**src/rtl/int2float_pipe.sv**
```systemverilog
// Integer to small-float converter, 3 register stages (sign/magnitude, leading-one, normalise/round/saturate).
// Latency 3 cycles, 1/cycle throughput; each stage loads when empty or advancing, so out_ready stalls back to in_ready combinationally.
module int2float_pipe #(
   parameter int IN_W   = 11,
   parameter int EXP_W  = 3,
   parameter int MAN_W  = 4,
   parameter int SIGNED = 0,
   parameter int RND    = 0,
   localparam int OUT_W = SIGNED + EXP_W + MAN_W
) (
   input  logic             clk,
   input  logic             rst_n,
   input  logic             in_valid,
   output logic             in_ready,
   input  logic [IN_W-1:0]  x,
   output logic             out_valid,
   input  logic             out_ready,
   output logic [OUT_W-1:0] y,
   output logic             out_inexact,
   output logic             out_sat
);
   localparam int PW  = $clog2(IN_W);
   localparam int EW  = PW + EXP_W + 2;
   localparam int NW  = IN_W + 2;
   localparam int MW1 = MAN_W + 1;
   localparam int FW  = 1 + EXP_W + MAN_W;

   logic             s1_vld_q, s2_vld_q, s3_vld_q;
   logic             s1_ld, s2_ld, s3_ld, in_acc;
   logic             s1_sign_q, s2_sign_q;
   logic [IN_W-1:0]  s1_mag_q, s2_mag_q;
   logic [PW-1:0]    s2_pos_q;
   logic [OUT_W-1:0] y_q;
   logic             inexact_q, sat_q;

   logic             sign_d;
   logic [IN_W-1:0]  mag_d;
   logic [PW-1:0]    pos_d;
   logic [OUT_W-1:0] y_d;
   logic             inexact_d, sat_d;

   logic [PW-1:0]    lz_sh;
   logic [NW-1:0]    norm;
   logic [MAN_W-1:0] man_t, man_f;
   logic [MW1-1:0]   man_r;
   logic [EW-1:0]    exp_r;
   logic [EXP_W-1:0] exp_f;
   logic             guard, sticky, rnd_up;
   logic [FW-1:0]    y_full;
   logic             lint_unused;

   // A stage may load when it is empty or its occupant moves on this cycle.
   assign s3_ld    = !s3_vld_q || out_ready;
   assign s2_ld    = !s2_vld_q || s3_ld;
   assign s1_ld    = !s1_vld_q || s2_ld;
   assign in_ready = s1_ld;
   assign in_acc   = in_valid && in_ready;

   assign sign_d = (SIGNED != 0) && x[IN_W-1];
   assign mag_d  = sign_d ? (~x + IN_W'(1)) : x;

   always_comb begin
      pos_d = '0;
      for (int i = 0; i < IN_W; i++) begin
         if (s1_mag_q[i]) pos_d = PW'(i);
      end
   end

   // Two zero bits are appended so guard and sticky exist even when MAN_W = IN_W-1.
   always_comb begin
      lz_sh     = PW'(IN_W - 1) - s2_pos_q;
      norm      = {s2_mag_q, 2'b00} << lz_sh;
      man_t     = norm[IN_W -: MAN_W];
      guard     = norm[IN_W-MAN_W];
      sticky    = |norm[IN_W-MAN_W-1:0];
      rnd_up    = (RND != 0) && guard && (sticky || man_t[0]);
      man_r     = {1'b0, man_t} + MW1'(rnd_up);
      exp_r     = EW'(s2_pos_q) - EW'(MAN_W - 1) + EW'(man_r[MAN_W]);
      exp_f     = '0;
      man_f     = '0;
      inexact_d = 1'b0;
      sat_d     = 1'b0;
      if (s2_pos_q < PW'(MAN_W)) begin
         man_f = s2_mag_q[MAN_W-1:0];
      end else if (exp_r > EW'((1 << EXP_W) - 1)) begin
         exp_f     = '1;
         man_f     = '1;
         inexact_d = 1'b1;
         sat_d     = 1'b1;
      end else begin
         exp_f     = exp_r[EXP_W-1:0];
         man_f     = man_r[MAN_W-1:0];
         inexact_d = guard || sticky;
      end
   end

   assign y_full      = {s2_sign_q, exp_f, man_f};
   assign y_d         = y_full[OUT_W-1:0];
   assign lint_unused = ^{y_full, norm[NW-1]};

   always_ff @(posedge clk or negedge rst_n) begin
      if (!rst_n) begin
         s1_vld_q  <= 1'b0;
         s2_vld_q  <= 1'b0;
         s3_vld_q  <= 1'b0;
         s1_sign_q <= 1'b0;
         s2_sign_q <= 1'b0;
         s1_mag_q  <= '0;
         s2_mag_q  <= '0;
         s2_pos_q  <= '0;
         y_q       <= '0;
         inexact_q <= 1'b0;
         sat_q     <= 1'b0;
      end else begin
         if (s1_ld) s1_vld_q <= in_valid;
         if (in_acc) begin
            s1_sign_q <= sign_d;
            s1_mag_q  <= mag_d;
         end
         if (s2_ld) s2_vld_q <= s1_vld_q;
         if (s2_ld && s1_vld_q) begin
            s2_sign_q <= s1_sign_q;
            s2_mag_q  <= s1_mag_q;
            s2_pos_q  <= pos_d;
         end
         if (s3_ld) s3_vld_q <= s2_vld_q;
         if (s3_ld && s2_vld_q) begin
            y_q       <= y_d;
            inexact_q <= inexact_d;
            sat_q     <= sat_d;
         end
      end
   end

   assign out_valid   = s3_vld_q;
   assign y           = y_q;
   assign out_inexact = inexact_q;
   assign out_sat     = sat_q;
endmodule

```
**config.mk**
```make
export PLATFORM = sky130hd
export DESIGN_NAME = int2float_pipe
export DESIGN_NICKNAME = d
export VERILOG_FILES = /design/src/rtl/int2float_pipe.sv
export SDC_FILE = /design/constraint.sdc
export NUM_CORES = 1
export LEC_CHECK = 0
export ABC_AREA = 0
export ABC_CLOCK_PERIOD_IN_PS = 2350
export CORE_ASPECT_RATIO = 2
export CORE_UTILIZATION = 45
export DETAILED_ROUTE_END_ITERATION = 8
export PLACE_DENSITY = 0.7
export SLEW_MARGIN = 20
export SYNTH_ARGS = -nofsm -noshare
export SYNTH_HDL_FRONTEND = slang
export SYNTH_SLANG_ARGS = --single-unit
```
**constraint.sdc**
```tcl
create_clock -name clk -period 2.35 [get_ports clk]
set_clock_uncertainty 0.2 [all_clocks]
set_input_delay 0.47 -clock clk [delete_from_list [all_inputs] [get_ports clk]]
set_output_delay 0.47 -clock clk [all_outputs]
set_load 0.05 [all_outputs]
```
=== After elaboration in Yosys (flattened, before gate mapping) ===
Index checks and enable logic that the tools add are counted.

* $add $sub $neg: 2
* Magnitude comparators: 2
* Muxes and demuxes: 18
* Reductions and logical operators: 11
* Shift-type cells: 1

{| class="wikitable"
|+ Operators by type and width
! cell !! count
|-
| 4-bit two-way mux || 9
|-
| 13-bit by 4-bit left shift with 12-bit output || 1
|-
| 9-bit by 3-bit greater-than comparator with 1-bit output, second input constant || 1
|-
| 7-bit OR reduction || 1
|-
| 3-bit two-way mux || 2
|-
| 1-bit two-way mux || 5
|-
| 4-bit by 2-bit subtractor with 5-bit output, second input constant || 1
|-
| 1-bit logical OR || 4
|-
| 4-bit by 3-bit less-than comparator with 1-bit output, second input constant || 1
|-
| 2-bit two-way mux || 2
|-
| 4-bit subtractor, first input constant || 1
|-
| 1-bit logical AND || 3
|-
| 1-bit zero test || 3
|}

* Register bits: 38
* Output and inout bits: 11

=== Longest topological paths before layout ===
* Depth in word-level cells: 10
* Gate-level depth with buffers: 10
* Gate-level depth less buffers: 7

=== Least setup slack after synthesis ===
OpenSTA, ideal clock, no wires.

* Path kind: register to register
* From: register s3_vld_q (netlist: out_valid)
* To: register s1_mag_q[10]
* Stages on the path, launching flop included: 5
* Library setup time: 0.128 ns
* Arrival: 2.128 ns
* Slack: -0.106 ns
* Cells stage by stage: dfrtp_1 -> nand4b_1 -> nand2_1 -> buf_2 -> mux2_1

* Cells in the longest elaborated chain, start to end: 5

{| class="wikitable"
|+ Ends and longest elaborated chain
! item !! RTL line !! source
|-
| start: declaration || 28 || <nowiki>logic s1_vld_q, s2_vld_q, s3_vld_q;</nowiki>
|-
| start signal: assignment || 126 || <nowiki>if (s3_ld) s3_vld_q <= s2_vld_q;</nowiki>
|-
| 1-bit zero test || 53 || <nowiki>assign s3_ld = !s3_vld_q || out_ready;</nowiki>
|-
| 1-bit logical OR || 53 ||
|-
| 1-bit logical OR || 54 || <nowiki>assign s2_ld = !s2_vld_q || s3_ld;</nowiki>
|-
| 1-bit logical OR || 55 || <nowiki>assign s1_ld = !s1_vld_q || s2_ld;</nowiki>
|-
| via in_ready || 14 || <nowiki>output logic in_ready,</nowiki>
|-
| 1-bit logical AND || 57 || <nowiki>assign in_acc = in_valid && in_ready;</nowiki>
|-
| end signal: assignment || 118 || <nowiki>s1_mag_q <= mag_d;</nowiki>
|-
| end: declaration || 31 || <nowiki>logic [IN_W-1:0] s1_mag_q, s2_mag_q;</nowiki>
|}

The timed path passes the listed nets, and every way through them passes these cells.
A chain may end at the register's enable or synchronous reset.

=== Worst setup path in the final report ===
* From: register s3_vld_q (netlist: out_valid)
* To: output out_valid

{| class="wikitable"
|+ RTL lines
! item !! RTL line !! source
|-
| end: declaration || 16 || <nowiki>output logic out_valid,</nowiki>
|}

No word-level cell between the ends.

==> flow_summary.json <==
{
  "status": "complete, no violations",
  "intPower_w": 0.00153,
  "num-fill-cells": 380,
  "yosys_register_bits": 37,
  "h-tree-depth": 2,
  "fp.dieH_um": 95.0,
  "path_cells": "clkdlybuf4s50_1",
  "drive_above_1_share_pct": 12.4,
  "core_area_um2": 4130,
  "layout_common_cells": "dfrtp_1 (36), clkdlybuf4s50_1 (24), mux2_1 (19), nand2_1 (13), a21oi_1 (8)",
  "dpl_worst_slack_ns": 0.136,
  "synthFlopType": "dfrtp_1",
  "grt_pass1_wl_mm": 6.37,
  "worst_slack_ns": 0.191,
  "netlist_area_um2": 1940,
  "grt-ovfl-total": 0,
  "p_per_area_nw_per_um2": 1090,
  "ys_seq_area_share_pct": 47.6,
  "worst-slew-pin-transition_ns": 0.498,
  "syn_inst": 165,
  "die_w_um": 48.5,
  "dr_wl_met2_mm": 2.12,
  "routabilityCongestion": 0.887,
  "slowest_delay_ns": 0.81,
  "instances_no_fill": 246,
  "clock_latency_ns": 0.29,
  "synth_edf_count": 0,
  "critPathSlowestCell": "clkdlybuf4s50_1",
  "switchingPower_w": 0.00102,
  "nNetsFinal": 210,
  "num_vias": 1374,
  "initial_utilization_pct": 47.1,
  "startpoint_type": "register",
  "fin_util_pct": 56.6,
  "p_clk_share_pct": 16.4,
  "cts_sinks": 37,
  "critPathTopFamily": "buffers and inverters",
  "grt_pass1_vias": 1350,
  "max_slew_margin_pct": 66.7,
  "vias_per_cell": 5.59,
  "hold_path_startpoint": "out_sat$_DFFE_PN0P_",
  "clkSlewWorstSetupHoldPaths_ns": 0.07,
  "seq_power_share_pct": 37.6,
  "synthesis.nets": 182,
  "grtUsageTotal_pct": 18.7,
  "drtIter0Drc": 12,
  "cts_resized": 0,
  "hold_buffers": 0,
  "synth.avg_cell_area_um2": 11.8,
  "hold_class": "reg -> reg",
  "highest-signal-layer": "met4",
  "cts_setup_buffers": 0,
  "dp.cells": 238,
  "cp_max_fo": 4,
  "cts.path.max_buffers": 2,
  "crit_buf_inv": 1,
  "p_leak_nw": 0.950,
  "row_count": 33,
  "die_area_um2": 4600,
  "cp.arrival_ns": 1.49,
  "wire_per_inst_um": 15.0,
  "drt-pass1-iter-count": 4,
  "max_freq_mhz": 463,
  "finalWirelength_mm": 3.68,
  "switching_share_pct": 39.9,
  "cp.required_ns": 1.68,
  "hold_viol_final": 0,
  "cts_buffers": 5,
  "hpwl_mm": 2.78,
  "grt_max_degree": 38,
  "cap_viol_max_count": 0,
  "ys_types": 44,
  "rsz0062_at_grt": "no",
  "combPwrFrac_pct": 46.0,
  "setup_viol": 0,
  "irDropWorstVdd_v": 0.000628,
  "grt_antenna_before_repair": 0,
  "async_reset_ff_share_pct": 100,
  "path_class": "reg -> out",
  "seq_area_um2": 927,
  "area_growth_pct": 20.3,
  "cp-end-kind": "primary output",
  "boundaryPins": 26,
  "cts_tree": "done",
  "wl_met3_um": 85,
  "slew_viol_final": 0,
  "detail-route-antenna-nets": 0,
  "fin_crit_ns": 2.16,
  "r2r-start": "s2_pos_q[0]$_DFFE_PN0P_",
  "cts_root_buffer": "clkbuf_8",
  "diodes": 0,
  "yosys_warnings": 0,
  "multiInputGateArea_um2": 937,
  "portBuffers": 25,
  "drc": 0,
  "crit_path_start": "out_valid$_DFFE_PN0P_",
  "setup_tns_ns": 0,
  "mostFrequentLayoutCell": "dfrtp_1",
  "wl_met1_mm": 1.31,
  "fin_crit_sh_pct": 91.9
}
[sequential cells by signal, indices dropped and copies added (netlist names)]
signal       cells
out_valid        1
out_inexact      1
y                7
out_sat          1
s2_pos_q         4
s2_mag_q        10
s2_vld_q         1
s1_vld_q         1
s1_mag_q        11
[power by group through the flow]
stage               Clock (W)  Sequential, W  Combinational (W)
CTS                  0.000435       0.000958            0.00118
global placement            0       0.000948            0.00114
detailed placement          0       0.000968            0.00118
floorplan                   0        0.00116           0.000656
finish               0.000417       0.000958            0.00117
global route         0.000457       0.000981            0.00127
[final cells by class]
| class | count | share of cell area (%) |
|---|---|---|
| clock buffers | 8 | 3.42 |
| inverters | 5 | 0.803 |
| multi-input cells | 114 | 40.1 |
| flip-flops and latches | 37 | 39.6 |
| well taps | 52 | 2.78 |
| repair buffers | 30 | 13.3 |
[cells in the mapped netlist (3+ instances only)]
| cell type | instances | area (µm²) |
|---|---|---|
| mux2_1 | 19 | 214 |
| nand2_1 | 13 | 48.8 |
| a21oi_2 | 4 | 35.0 |
| mux4_1 | 3 | 78.8 |
| nand3b_1 | 5 | 37.5 |
| dfrtp_1 | 37 | 926 |
| nor2_1 | 7 | 26.3 |
| o21ai_0 | 7 | 35.0 |
| mux2i_1 | 6 | 60.1 |
| nand2b_1 | 4 | 25.0 |
| inv_1 | 4 | 15.0 |
| o21ai_1 | 7 | 35.0 |
| a21oi_1 | 8 | 40.0 |
| buf_2 | 4 | 20.0 |
| mux4_2 | 3 | 67.6 |
[layer usage]
metal	vias to the layer above	global-route usage [%]
met5	-	0
met4	0	12.7
met3	14	3.54
met2	29	33.9
met1	672	19.0
li1	659	-
[metrics by stage]
stage	hold slack (ns)	power [W]	instance area, µm²
5_1_grt	0.308	0.00270	2340
3_3_place_gp	0.261	0.00209	2260
2_1_floorplan	-0.0256	0.00181	1950
6_report	0.285	0.00255	2340
4_1_cts	0.295	0.00257	2340
3_5_place_dp	0.280	0.00215	2260
[worst paths after layout]
check                                         to  slack [ns]  cells past startpoint
max                                    out_valid        0.19                      1
min                          out_sat$_DFFE_PN0P_        0.29                      1
min reg2reg                  out_sat$_DFFE_PN0P_        0.29                      1
min in group asynchronous       y[4]$_DFFE_PN0P_        0.40                      2
max reg2reg                     y[3]$_DFFE_PN0P_        0.20                      6
max in group asynchronous  out_valid$_DFFE_PN0P_        1.20                      2
[cells by family after synthesis]
kind of cell | count (synthesis) | synth area share, %
AO/OA/AOI/OAI | 39 | 12.6
flip-flops | 37 | 47.6
XOR/XNOR | 2 | 1.29
buffers and inverters | 14 | 4.31
AND/OR/NAND/NOR | 40 | 11.3
adder cells (fa/ha/maj) | 2 | 1.29
multiplexers | 31 | 21.6
Note: power is estimated with default switching activity, not from simulation.
